File: src/rtl/pc_fetch_unit.sv
// pc_fetch_unit: program counter and instruction-fetch front end (IF stage).
// Holds the PC, issues one fetch at a time to instruction memory, and hands
// {pc, instr, pc_plus4} to decode over a valid/ready handshake. Redirects from
// later stages override everything and cancel any fetch still in flight.
// Optional build macro: PC_ALIGN_CHECK_EN adds if_addr_err and turns a
// misaligned redirect into a nop delivery instead of a memory request.
module pc_fetch_unit #(
    parameter logic [31:0] RESET_VECTOR = 32'h0000_0000,
    parameter int unsigned PC_STEP      = 4
) (
    input  logic        clk,
    input  logic        rst_n,
    output logic        imem_req_valid,
    input  logic        imem_req_ready,
    output logic [31:0] imem_req_addr,
    input  logic        imem_rsp_valid,
    input  logic [31:0] imem_rsp_data,
    input  logic        redirect_valid,
    input  logic [31:0] redirect_target,
    output logic        if_valid,
    input  logic        if_ready,
    output logic [31:0] if_pc,
    output logic [31:0] if_instr,
    output logic [31:0] if_pc_plus4
`ifdef PC_ALIGN_CHECK_EN
    ,
    output logic        if_addr_err
`endif
);

    localparam logic [31:0] STEP = 32'(PC_STEP);

    typedef enum logic [1:0] {
        S_REQ  = 2'd0,
        S_WAIT = 2'd1,
        S_HOLD = 2'd2
    } state_t;

    state_t      state;
    state_t      state_next;
    logic [31:0] pc;
    logic [31:0] pc_next;
    logic        kill;
    logic        kill_next;
    logic        capture;
    logic        req_accept;
    logic [31:0] pc_plus;
    logic [31:0] target_eff;
    logic [31:0] target_plus;

`ifdef PC_ALIGN_CHECK_EN
    logic        capture_err;
    logic        redirect_misaligned;

    assign target_eff          = redirect_target;
    assign redirect_misaligned = redirect_valid && (redirect_target[1:0] != 2'b00);
`else
    assign target_eff = redirect_target & ~32'h0000_0003;
`endif

    assign req_accept    = imem_req_valid && imem_req_ready;
    assign imem_req_addr = pc;
    assign pc_plus       = pc + STEP;
    assign target_plus   = target_eff + STEP;

    // State register; reset always restarts fetching from the reset vector.
    always_ff @(posedge clk or negedge rst_n) begin
        if (!rst_n) begin
            state <= S_REQ;
        end else begin
            state <= state_next;
        end
    end

    // Next-state, next-PC and kill decisions; a redirect outranks every other event.
    always_comb begin
        state_next = state;
        pc_next    = pc;
        kill_next  = kill;
        capture    = 1'b0;
`ifdef PC_ALIGN_CHECK_EN
        capture_err = 1'b0;
`endif
        case (state)
            S_REQ: begin
                if (redirect_valid) begin
                    pc_next = target_eff;
                    if (req_accept) begin
                        state_next = S_WAIT;
                        kill_next  = 1'b1;
                    end
                end else if (req_accept) begin
                    state_next = S_WAIT;
                end
            end
            S_WAIT: begin
                if (redirect_valid) begin
                    pc_next = target_eff;
                    if (imem_rsp_valid) begin
                        state_next = S_REQ;
                        kill_next  = 1'b0;
                    end else begin
                        kill_next = 1'b1;
                    end
                end else if (imem_rsp_valid) begin
                    state_next = kill ? S_REQ : S_HOLD;
                    kill_next  = 1'b0;
                    capture    = !kill;
                end
            end
            S_HOLD: begin
                if (redirect_valid) begin
                    pc_next    = target_eff;
                    state_next = S_REQ;
                end else if (if_ready) begin
                    pc_next    = pc_plus;
                    state_next = S_REQ;
                end
            end
            default: begin
                state_next = S_REQ;
            end
        endcase
`ifdef PC_ALIGN_CHECK_EN
        if (redirect_misaligned) begin
            state_next  = S_HOLD;
            capture_err = 1'b1;
        end
`endif
    end

    // PC, kill flag, registered request/valid strobes and the decode-facing holding registers.
    always_ff @(posedge clk or negedge rst_n) begin
        if (!rst_n) begin
            pc             <= RESET_VECTOR;
            kill           <= 1'b0;
            imem_req_valid <= 1'b0;
            if_valid       <= 1'b0;
            if_pc          <= 32'h0000_0000;
            if_instr       <= 32'h0000_0000;
            if_pc_plus4    <= 32'h0000_0000;
        end else begin
            pc             <= pc_next;
            kill           <= kill_next;
            imem_req_valid <= (state_next == S_REQ);
            if_valid       <= (state_next == S_HOLD);
            if (capture) begin
                if_pc       <= pc;
                if_instr    <= imem_rsp_data;
                if_pc_plus4 <= pc_plus;
            end
`ifdef PC_ALIGN_CHECK_EN
            if (capture_err) begin
                if_pc       <= target_eff;
                if_instr    <= 32'h0000_0000;
                if_pc_plus4 <= target_plus;
            end
`endif
        end
    end

`ifdef PC_ALIGN_CHECK_EN
    // Alignment error flag lives exactly as long as the nop it tags is held.
    always_ff @(posedge clk or negedge rst_n) begin
        if (!rst_n) begin
            if_addr_err <= 1'b0;
        end else if (capture_err) begin
            if_addr_err <= 1'b1;
        end else if (state_next != S_HOLD) begin
            if_addr_err <= 1'b0;
        end
    end
`else
    logic unused_target_plus;
    assign unused_target_plus = ^target_plus;
`endif

endmodule

File: config.mk
export PLATFORM = sky130hd
export DESIGN_NAME = pc_fetch_unit
export DESIGN_NICKNAME = d
export VERILOG_FILES = /design/src/rtl/pc_fetch_unit.sv
export SDC_FILE = /design/constraint.sdc
export NUM_CORES = 1
export LEC_CHECK = 0
export CORE_MARGIN = 2
export CORE_UTILIZATION = 25
export CTS_BUF_LIST = sky130_fd_sc_hd__clkbuf_4 sky130_fd_sc_hd__clkbuf_8
export DETAILED_ROUTE_END_ITERATION = 10
export GPL_TIMING_DRIVEN = 0
export PLACE_DENSITY = 0.58
export SLEW_MARGIN = 15
export SYNTH_ARGS = -nofsm -noshare
export SYNTH_HDL_FRONTEND = slang
export SYNTH_SLANG_ARGS = --single-unit
export TNS_END_PERCENT = 10
File: constraint.sdc
create_clock -name clk -period 3.4 [get_ports clk]
set_input_delay 0.34 -clock clk [delete_from_list [all_inputs] [get_ports clk]]
set_output_delay 0.34 -clock clk [all_outputs]
set_load 0.05 [all_outputs]
==> flow_summary.json, run 1 <==
{
  "status": "finished, final reports clean",
  "ir_worst_vdd_mv": 0.623,
  "timing.final.hold_violations": 0,
  "dp.cells": 1237,
  "fp.dieW_um": 163,
  "leakage_nw": 3.91,
  "synth_seq_cells": 127,
  "fin_cells": 1271,
  "synth_flop_cell": "dfrtp_1",
  "wl_per_cell_um": 17.9,
  "min_path_type": "input port to asynchronous set/reset pin",
  "reg2reg_depth": 6,
  "design.portCount": 200,
  "wl_mm": 22.7,
  "synthArstFlopShare_pct": 100,
  "critical-path-top-delay-family": "buffers and inverters",
  "fp-row-count": 58,
  "rsz0062_at_grt": "false",
  "gp_congestion": 0.858,
  "drtIter0Drc": 386,
  "grt_usage_pct": 17.1,
  "max_slew_margin_pct": 13.7,
  "p_total_mw": 8.48,
  "synth_area_leaders": "dfrtp_1 (50%), nand2_1 (13%), o21ai_0 (3.3%), nor2_1 (1.9%), nand3_1 (1.8%)",
  "crit_path_frequent_cell": "clkbuf_1",
  "setup_violations": 0,
  "cts.sinks": 127,
  "worst_pin_slew_ns": 1.28,
  "place_hpwl_mm": 16.5,
  "synth-seq-area-share_pct": 50.4,
  "cts_max_path_buffers": 2,
  "gr-total-overflow": 0,
  "fp.dieArea_um2": 26500,
  "synth.most_common_cell": "nand2_1",
  "drv_cap": 0,
  "routed-via-count": 5994,
  "startpoint_type": "register",
  "clock.fmax_mhz": 396,
  "crit_start": "state[1]",
  "cts_tree": "built",
  "setup_slack_ns": 0.873,
  "critical_path_class": "register to register",
  "grt_max_degree": 74,
  "area_growth_pct": 44.6,
  "cts-buffers-inserted": 17,
  "syn_avg_cell_area_um2": 8.88,
  "ys_warn_count": 0,
  "path_cells": "nand3b_1 -> or2_0 -> clkbuf_1 -> clkbuf_1 -> buf_2 -> o21ai_0",
  "synth_edf_count": 0,
  "yosys.area.top_type_share_pct": 50.4,
  "cpMaxStageDelayCell": "clkbuf_1",
  "insertion_delay_ns": 0.45,
  "layout-drive-gt1-share_pct": 9.57,
  "grt_pass1_vias": 5738,
  "max_stage_delay_ns": 0.68,
  "period_needed_ns": 2.53,
  "antenna_found_initial": 1,
  "r2r_slack_ns": 0.87,
  "via_per_inst": 4.72,
  "arrival_ns": 2.80,
  "critPathRequiredTime_ns": 3.68,
  "drtAntennaViolNets": 0,
  "crit_path_max_fanout": 10,
  "drtPass1Iterations": 5,
  "critPathCaptureType": "register",
  "pre_cts_ws_ns": 0.427,
  "worst_clock_skew_ns": 0.0111,
  "synthCells": 710,
  "grt_pass1_wl_mm": 34.2,
  "r2r-start": "state[1]",
  "route.detailed.drc": 0,
  "powerDensity_nw_per_um2": 930,
  "r2r-end": "if_valid",
  "cts_root_buf": "clkbuf_8",
  "synthTopCellsByCount": "nand2_1 (225), dfrtp_1 (127), o21ai_0 (41), nor2_1 (32), clkbuf_1 (26)",
  "yosysUniqueCellTypes": 60,
  "syn-cell-area_um2": 6300,
  "core-area_um2": 25000,
  "htreeDepth": 4,
  "die_height_um": 163,
  "port_buffers": 191,
  "period_share_pct": 74.3,
  "start_util_pct": 25.3,
  "clkTransAtPathRegs_ns": 0.08,
  "nNetsFinal": 998,
  "synth_area_leader_cell": "dfrtp_1",
  "path_buf_inv": 3,
  "fin_tns_setup_ns": 0,
  "num-fill-cells": 2571,
  "slew_viol_final": 0
}
[where the power goes]
| group | internal, mW | switching [mW] | total, mW |
|---|---|---|---|
| registers | 2.10 | 0.388 | 2.49 |
| logic | 1.45 | 3.11 | 4.56 |
| clock network | 0.765 | 0.665 | 1.43 |
| total | 4.32 | 4.16 | 8.48 |
[per-layer routing]
layer  up-vias  wire length (um)  global-route usage, %
li1       2869                 -                      -
met4         0               259                   3.86
met5         -                 0                      0
met1      2871              9940                   22.1
met2       231             10400                   27.1
met3        23              2050                   6.44
[cells in the final DEF, fill, tap and decap left out, drive strengths merged, types with 8 or more instances in the layout]
cell	count
or4	10
o21ai	43
and2	12
clkdlybuf4s50	190
xnor2	9
a31oi	12
mux2i	11
o211ai	10
or3	11
nand4	20
a21oi	14
nor2	33
buf	37
dfrtp	127
nand3	24
nand2	225
clkinv	8
clkbuf	48
[final cells by class]
cell class              count  area (um2)  area share (%)
inverters                   6        22.5           0.247
flip-flops and latches    127        3180            34.9
clock buffers              19         262            2.87
diodes                      1        2.50          0.0274
well taps                 330         413            4.53
clock inverters            13         164            1.80
multi-input cells         518        2750            30.2
plain buffers              64         368            4.03
repair buffers            193        1950            21.4
[cell families (layout without fill, tap and decap cells)]
family	after synthesis	count (layout)	synth area share (%)
AOI/OAI and AO/OA	111	111	11.0
xor gates and xnor gates	15	15	2.08
adders and majority gates	1	1	0.198
buffers and inverters	70	295	6.19
DFF	127	127	50.4
muxes	15	15	2.46
other	1	7	0.0595
and+or+nand+nor	370	370	27.6
[how the worst max path moves through the flow]
stage	to	slack [ns]	cells after the start
3_3_place_gp	if_instr[1]	-3.63	1
4_1_cts	if_valid	0.80	6
3_5_place_dp	if_valid	0.43	7
6_report	if_valid	0.87	6
5_1_grt	if_valid	0.71	6
2_1_floorplan	if_pc_plus4[30]	1.15	7
[timing repair]
action | in CTS | in global routing
gates resized for setup | 0 | 0
setup buffers | 0 | 0
hold buffers | 1 | 0
hold endpoints to repair | 54 | 0
[state kept, by name, indices dropped and copies added, names as in the netlist]
signal / flops
if_instr: 32
if_pc: 30
if_pc_plus4: 30
imem_req_addr: 30
state: 2
if_valid: 1
imem_req_valid: 1
kill: 1
[stage by stage]
stage                     cell area (um2)  util (%)  hold WS (ns)
after detailed placement             8680      34.8         0.308
after global placement               8650      34.6         0.457
after global routing                 9110      36.5         0.376
after CTS                            9110      36.5         0.378
after floorplan                      6320         -        0.0444
final                                9120      36.5         0.408
Note: power is estimated with default switching activity, not from simulation.
==> inputs of run 2 (changes only) <==
==> constraint.sdc (replaced) <==
create_clock -name clk -period 2.5 [get_ports clk]
set_input_delay 0.25 -clock clk [delete_from_list [all_inputs] [get_ports clk]]
set_output_delay 0.25 -clock clk [all_outputs]
set_load 0.05 [all_outputs]
==> run 2 against run 1 <==
Net effect:
- cell area increased by 0.15%
- flip-flop and latch count did not move
- non-clock buffer count did not move
- utilization increased by 0.055 points
- sequential share of layout area decreased by 0.053 points
- register-to-register slack got worse by 0.66 ns
- cell count unchanged
- critical path depth shrank 1
- first-iteration DRC count rose by 1.8%
- global-route usage hardly changed
- routed wire length fell by 0.12%
- largest cell class unchanged
==> flow_summary.json, run 2 (same netlist as run 1, synthesis figures left out) <==
{
  "area_growth_pct": 44.9,
  "largest_reg_flops": 32,
  "timing.final.hold_violations": 0,
  "cts_max_path_buffers": 2,
  "crit_path_max_fanout": 10,
  "start_util_pct": 25.3,
  "reg2reg_depth": 5,
  "routed-via-count": 5960,
  "die_height_um": 163,
  "setup_slack_ns": 0.213,
  "drtIter0Drc": 393,
  "grt_pass1_vias": 5732,
  "place_area_um2": 8680,
  "post-cts-setup-buffer-count": 0,
  "fp-row-count": 58,
  "powerDensity_nw_per_um2": 1260,
  "max_slew_margin_pct": 40.6,
  "top_register": "if_instr",
  "wl_per_cell_um": 17.8,
  "min_path_type": "input port to asynchronous set/reset pin",
  "status": "finished, final reports clean",
  "fp.dieArea_um2": 26500,
  "worst_clock_skew_ns": 0.0111,
  "drtAntennaViolNets": 0,
  "drv_cap": 0,
  "insertion_delay_ns": 0.46,
  "design.portCount": 200,
  "worst_pin_slew_ns": 0.887,
  "nNetsFinal": 998,
  "fp.dieW_um": 163,
  "ir_worst_vdd_mv": 0.847,
  "cts.sinks": 127,
  "crit_start": "state[0]",
  "gr-total-overflow": 0,
  "arrival_ns": 2.66,
  "final_cell_mix": "nand2_1 (225), clkdlybuf4s50_1 (190), dfrtp_1 (127)",
  "rsz0062_at_grt": "false",
  "htreeDepth": 4,
  "critical_path_class": "register to register",
  "r2r-start": "state[0]",
  "antenna_found_initial": 1,
  "layout_commonest_cell": "nand2_1",
  "route.detailed.drc": 0,
  "fin_tns_setup_ns": 0,
  "setup_violations": 0,
  "wl_mm": 22.7,
  "cts_root_buf": "clkbuf_8",
  "r2r_slack_ns": 0.21,
  "grt_usage_pct": 17.1,
  "critPathCaptureType": "register",
  "fin_util_pct": 36.6,
  "fin_area_um2": 9130,
  "cts_tree": "built",
  "layout-drive-gt1-share_pct": 9.89,
  "path_cells": "buf_2 -> nor3b_2 -> clkbuf_1 -> a21oi_1 -> o22ai_1",
  "pre_cts_ws_ns": -0.383,
  "grt_max_degree": 74,
  "cts-buffers-inserted": 17,
  "clkTransAtPathRegs_ns": 0.08,
  "gp_congestion": 0.858,
  "leakage_nw": 3.91,
  "period_needed_ns": 2.29,
  "core-area_um2": 25000,
  "port_buffers": 191,
  "p_total_mw": 11.5,
  "critPathRequiredTime_ns": 2.88,
  "drtPass1Iterations": 7,
  "clock.fmax_mhz": 437,
  "max_stage_delay_ns": 0.75,
  "grt_pass1_wl_mm": 34.1,
  "startpoint_type": "register",
  "place_hpwl_mm": 16.5,
  "slew_viol_final": 0,
  "period_share_pct": 91.5,
  "via_per_inst": 4.69,
  "cpMaxStageDelayCell": "nor3b_2"
}
[run 2: final cells by class]
| type | instances | area (um2) |
|---|---|---|
| Clock buffer | 19 | 262 |
| Tap cell | 330 | 413 |
| Sequential cell | 127 | 3180 |
| Multi-Input combinational cell | 518 | 2770 |
| Fill cell | 2568 | 15800 |
| Timing Repair Buffer | 193 | 1950 |
| Inverter | 6 | 22.5 |
| Clock inverter | 13 | 164 |
| Antenna cell | 1 | 2.50 |
| Buffer | 64 | 369 |
[run 2: per-stage QoR]
| stage | hold slack, ns | std cells |
|---|---|---|
| 4_1_cts | 0.288 | 1270 |
| 3_3_place_gp | 0.457 | 1236 |
| 6_report | 0.313 | 1271 |
| 3_5_place_dp | 0.218 | 1237 |
| 2_1_floorplan | -0.0456 | 715 |
| 5_1_grt | 0.286 | 1270 |
[run 2: metal layers]
layer | up-vias | global-route usage [%] | routed length (um)
met5 | - | 0 | 0
met3 | 22 | 6.44 | 2100
met2 | 221 | 27.2 | 10400
met4 | 0 | 3.86 | 242
met1 | 2843 | 22.1 | 9950
li1 | 2874 | - | -
[run 2: path summary, 6_finish.rpt]
path	end
worst max-delay path	imem_req_addr[11]
worst min-delay path	if_pc_plus4[9]
worst max register to register	imem_req_addr[11]
worst min register to register	if_pc[23]
max in group asynchronous	if_pc[28]
min in group clk	if_instr[20]
[run 2: worst max-delay path, delay by kind of cell, from the launching register on]
family / cells / cell delay [ns]
simple gates: 1 / 0.75
flops: 1 / 0.38
buf+inv: 2 / 0.77
compound gates: 2 / 0.31
[run 2: timing repair]
item / in CTS / in global routing
pin swaps: 0 / 0
hold buffers: 1 / 0
endpoints found under the setup margin: 1 / 2
endpoints found under the hold margin: 54 / 0
gates resized for setup: 1 / 2
[run 2: power by group]
group	internal (mW)	switching [mW]
clock network	1.04	0.910
logic	1.97	4.23
registers	2.86	0.525
total	5.87	5.66
==> variant: new RTL, config.mk and constraints of run 2 <==
Re-encode `state_t` (3 states) as one-hot, 3 bits wide.
--- a/src/rtl/pc_fetch_unit.sv
+++ b/src/rtl/pc_fetch_unit.sv
@@ -30,10 +30,10 @@
 
     localparam logic [31:0] STEP = 32'(PC_STEP);
 
-    typedef enum logic [1:0] {
-        S_REQ  = 2'd0,
-        S_WAIT = 2'd1,
-        S_HOLD = 2'd2
+    typedef enum logic [2:0] {
+        S_REQ  = 3'b001,
+        S_WAIT = 3'b010,
+        S_HOLD = 3'b100
     } state_t;
 
     state_t      state;
Behaviour: no difference found for any inputs over 4 cycles, from zero or initial values and one cycle with rst_n low; so few cycles prove little.
==> variant against run 2 <==
Setup slack got worse by 0.073 ns. Cell area is 3.1% lower. Clock power decreased by 8%. Wire length shrank 2.3%. Core utilization increased by 0.11 points. Synthesized area down 3.6%. Count of clock-buffer cells in the layout rose by 2. Sequential cell count increased by 1. First-iteration DRC count decreased by 4.8%. Critical path depth grew 1. Power grew 1.6%. Fmax down 3.1%. Critical path type unchanged. Critical endpoint is now imem_req_addr[24].
==> variant: results (changes against run 2) <==
Antenna Cells: 0 (-1)
most flop-heavy register: if_instr
Synth top cells by count: nand2_1 (238), dfrtp_1 (127), o21ai_0 (50)
fraction of layout cells with a size suffix above 1: 0.0815 (-0.0174)
internal power: 5780 uW (-1.6%)
status: finished, final reports clean
Setup WS pre-CTS: -0.278 ns (+0.105 ns)
reg2reg end: imem_req_addr[24]
fin nets: 978 (-2.0%)
Via Count: 5821 (-2.3%)
post-DP HPWL: 16300 um (-1.3%)
total track usage: 0.174 (+0.00296)
post-synthesis compound-gate area fraction: 0.109 (-0.000645)
final RePlAce weighted congestion: 0.894 (+4.2%)
Routed WL per cell: 17.8 um (-0.14%)
reg-to-reg startpoint: imem_req_addr[2]
H-tree depth: 4 (unchanged)
synthesis-to-layout area growth: 45.5%
Reg2Reg Setup Slack: 0.14 ns (-0.07 ns)
synth top area cells: dfrtp_1 (52%), nand2_1 (15%), o21ai_0 (4.1%)
path depth of the worst reg2reg path: 6 (+1)
Placed Area: 8450 sq um (-2.7%)
first-pass GRT wire length: 34000 um (-0.33%)
post-synthesis mux area share: 0.00165 (-0.0230)
CTS root buf: clkbuf_8
worst IR drop on VDD: 0.000683 V (-19%)
Post-CTS Setup Inserts: 0 (unchanged)
Leakage: 0.00392 uW (+0.37%)
Clock Pin Slew Worst Setup and Hold Paths: 0.09 ns
worst-path fanout max: 7 (-3)
largest net degree at the start of global routing: 93 (+26%)
Yosys cell types: 55 (-8.3%)
adder-cell share of the synthesized area: 0.00206 (+0.0000740)
XOR/XNOR Fraction of Synth Area: 0.0404 (+0.0195)
DR iter-0 viols: 374 (-4.8%)
initial antenna violation count: 0 (-1)
Slew headroom: 0.500 (+0.0938)
sequential share of the synthesized area: 0.527 (+0.0231)
Filler Cells Inserted: 2531 (-1.4%)
iteration count of the initial detailed-routing pass: 4 (-3)
Post-Route Skew: 0.0197 ns (+0.00864 ns)
[variant: worst max-delay path by stage]
stage                        endpoint             start  slack (ns)  cells past startpoint
floorplan           imem_req_addr[24]  imem_req_addr[2]        0.22                      6
global placement          if_instr[1]             rst_n       -4.49                      1
detailed placement          if_pc[18]    redirect_valid       -0.28                      7
CTS                  imem_req_addr[4]          state[0]        0.14                      7
global route        imem_req_addr[24]  imem_req_addr[2]        0.01                      6
finish              imem_req_addr[24]  imem_req_addr[2]        0.14                      6
[variant: power by group through the flow]
stage / registers (uW) / logic [uW] / clock network, uW
6_report: 3560 / 6360 / 1790
5_1_grt: 3680 / 6710 / 1940
4_1_cts: 3560 / 6400 / 1850
3_5_place_dp: 3600 / 6370 / 0
3_3_place_gp: 3560 / 6340 / 0
2_1_floorplan: 6030 / 1530 / 0
[variant: cell families after synthesis]
logic type	Yosys count
xor gates and xnor gates	28
DFF	128
buffers and inverters	62
adders and majority gates	1
muxes	1
other	1
AOI/OAI and AO/OA	111
and+or+nand+nor	358
[variant: area by class of cell]
class	count	share of cell area
Sequential cell	128	0.362
Multi-Input combinational cell	505	0.295
Tap cell	324	0.0458
Inverter	7	0.00297
Timing Repair Buffer	193	0.221
Clock inverter	11	0.0123
Buffer	55	0.0296
Clock buffer	21	0.0313
[variant: critical path: stages, from the launching register on]
cell	delay (ns)
dfrtp_1	0.54
ha_1	0.36
and4_1	0.22
and4_1	0.28
nand4_1	0.27
or4_1	0.54
nand3_1	0.09
[variant: layer usage]
layer,GRT usage,part of all wire,vias up
li1,-,-,2753
met2,0.272,0.45,229
met5,0,0,-
met1,0.229,0.46,2806
met4,0.0586,0.026,0
met3,0.0535,0.068,33
[variant: timing repair]
action / 4_1_cts / 5_1_grt
pin swaps: 0 / 0
cloned: 0 / 0
hold endpoints to repair: 36 / 0
endpoints found under the setup margin: 11 / 2
hold buffers: 1 / 0
resized for setup: 2 / 2
[variant: stage by stage]
stage	cells	hold slack, ns	total power, uW
after floorplan	695	-0.0456	7560
after global placement	1210	0.457	9900
after detailed placement	1211	0.152	9970
after CTS	1244	0.245	11800
after global routing	1244	0.248	12300
final	1244	0.255	11700
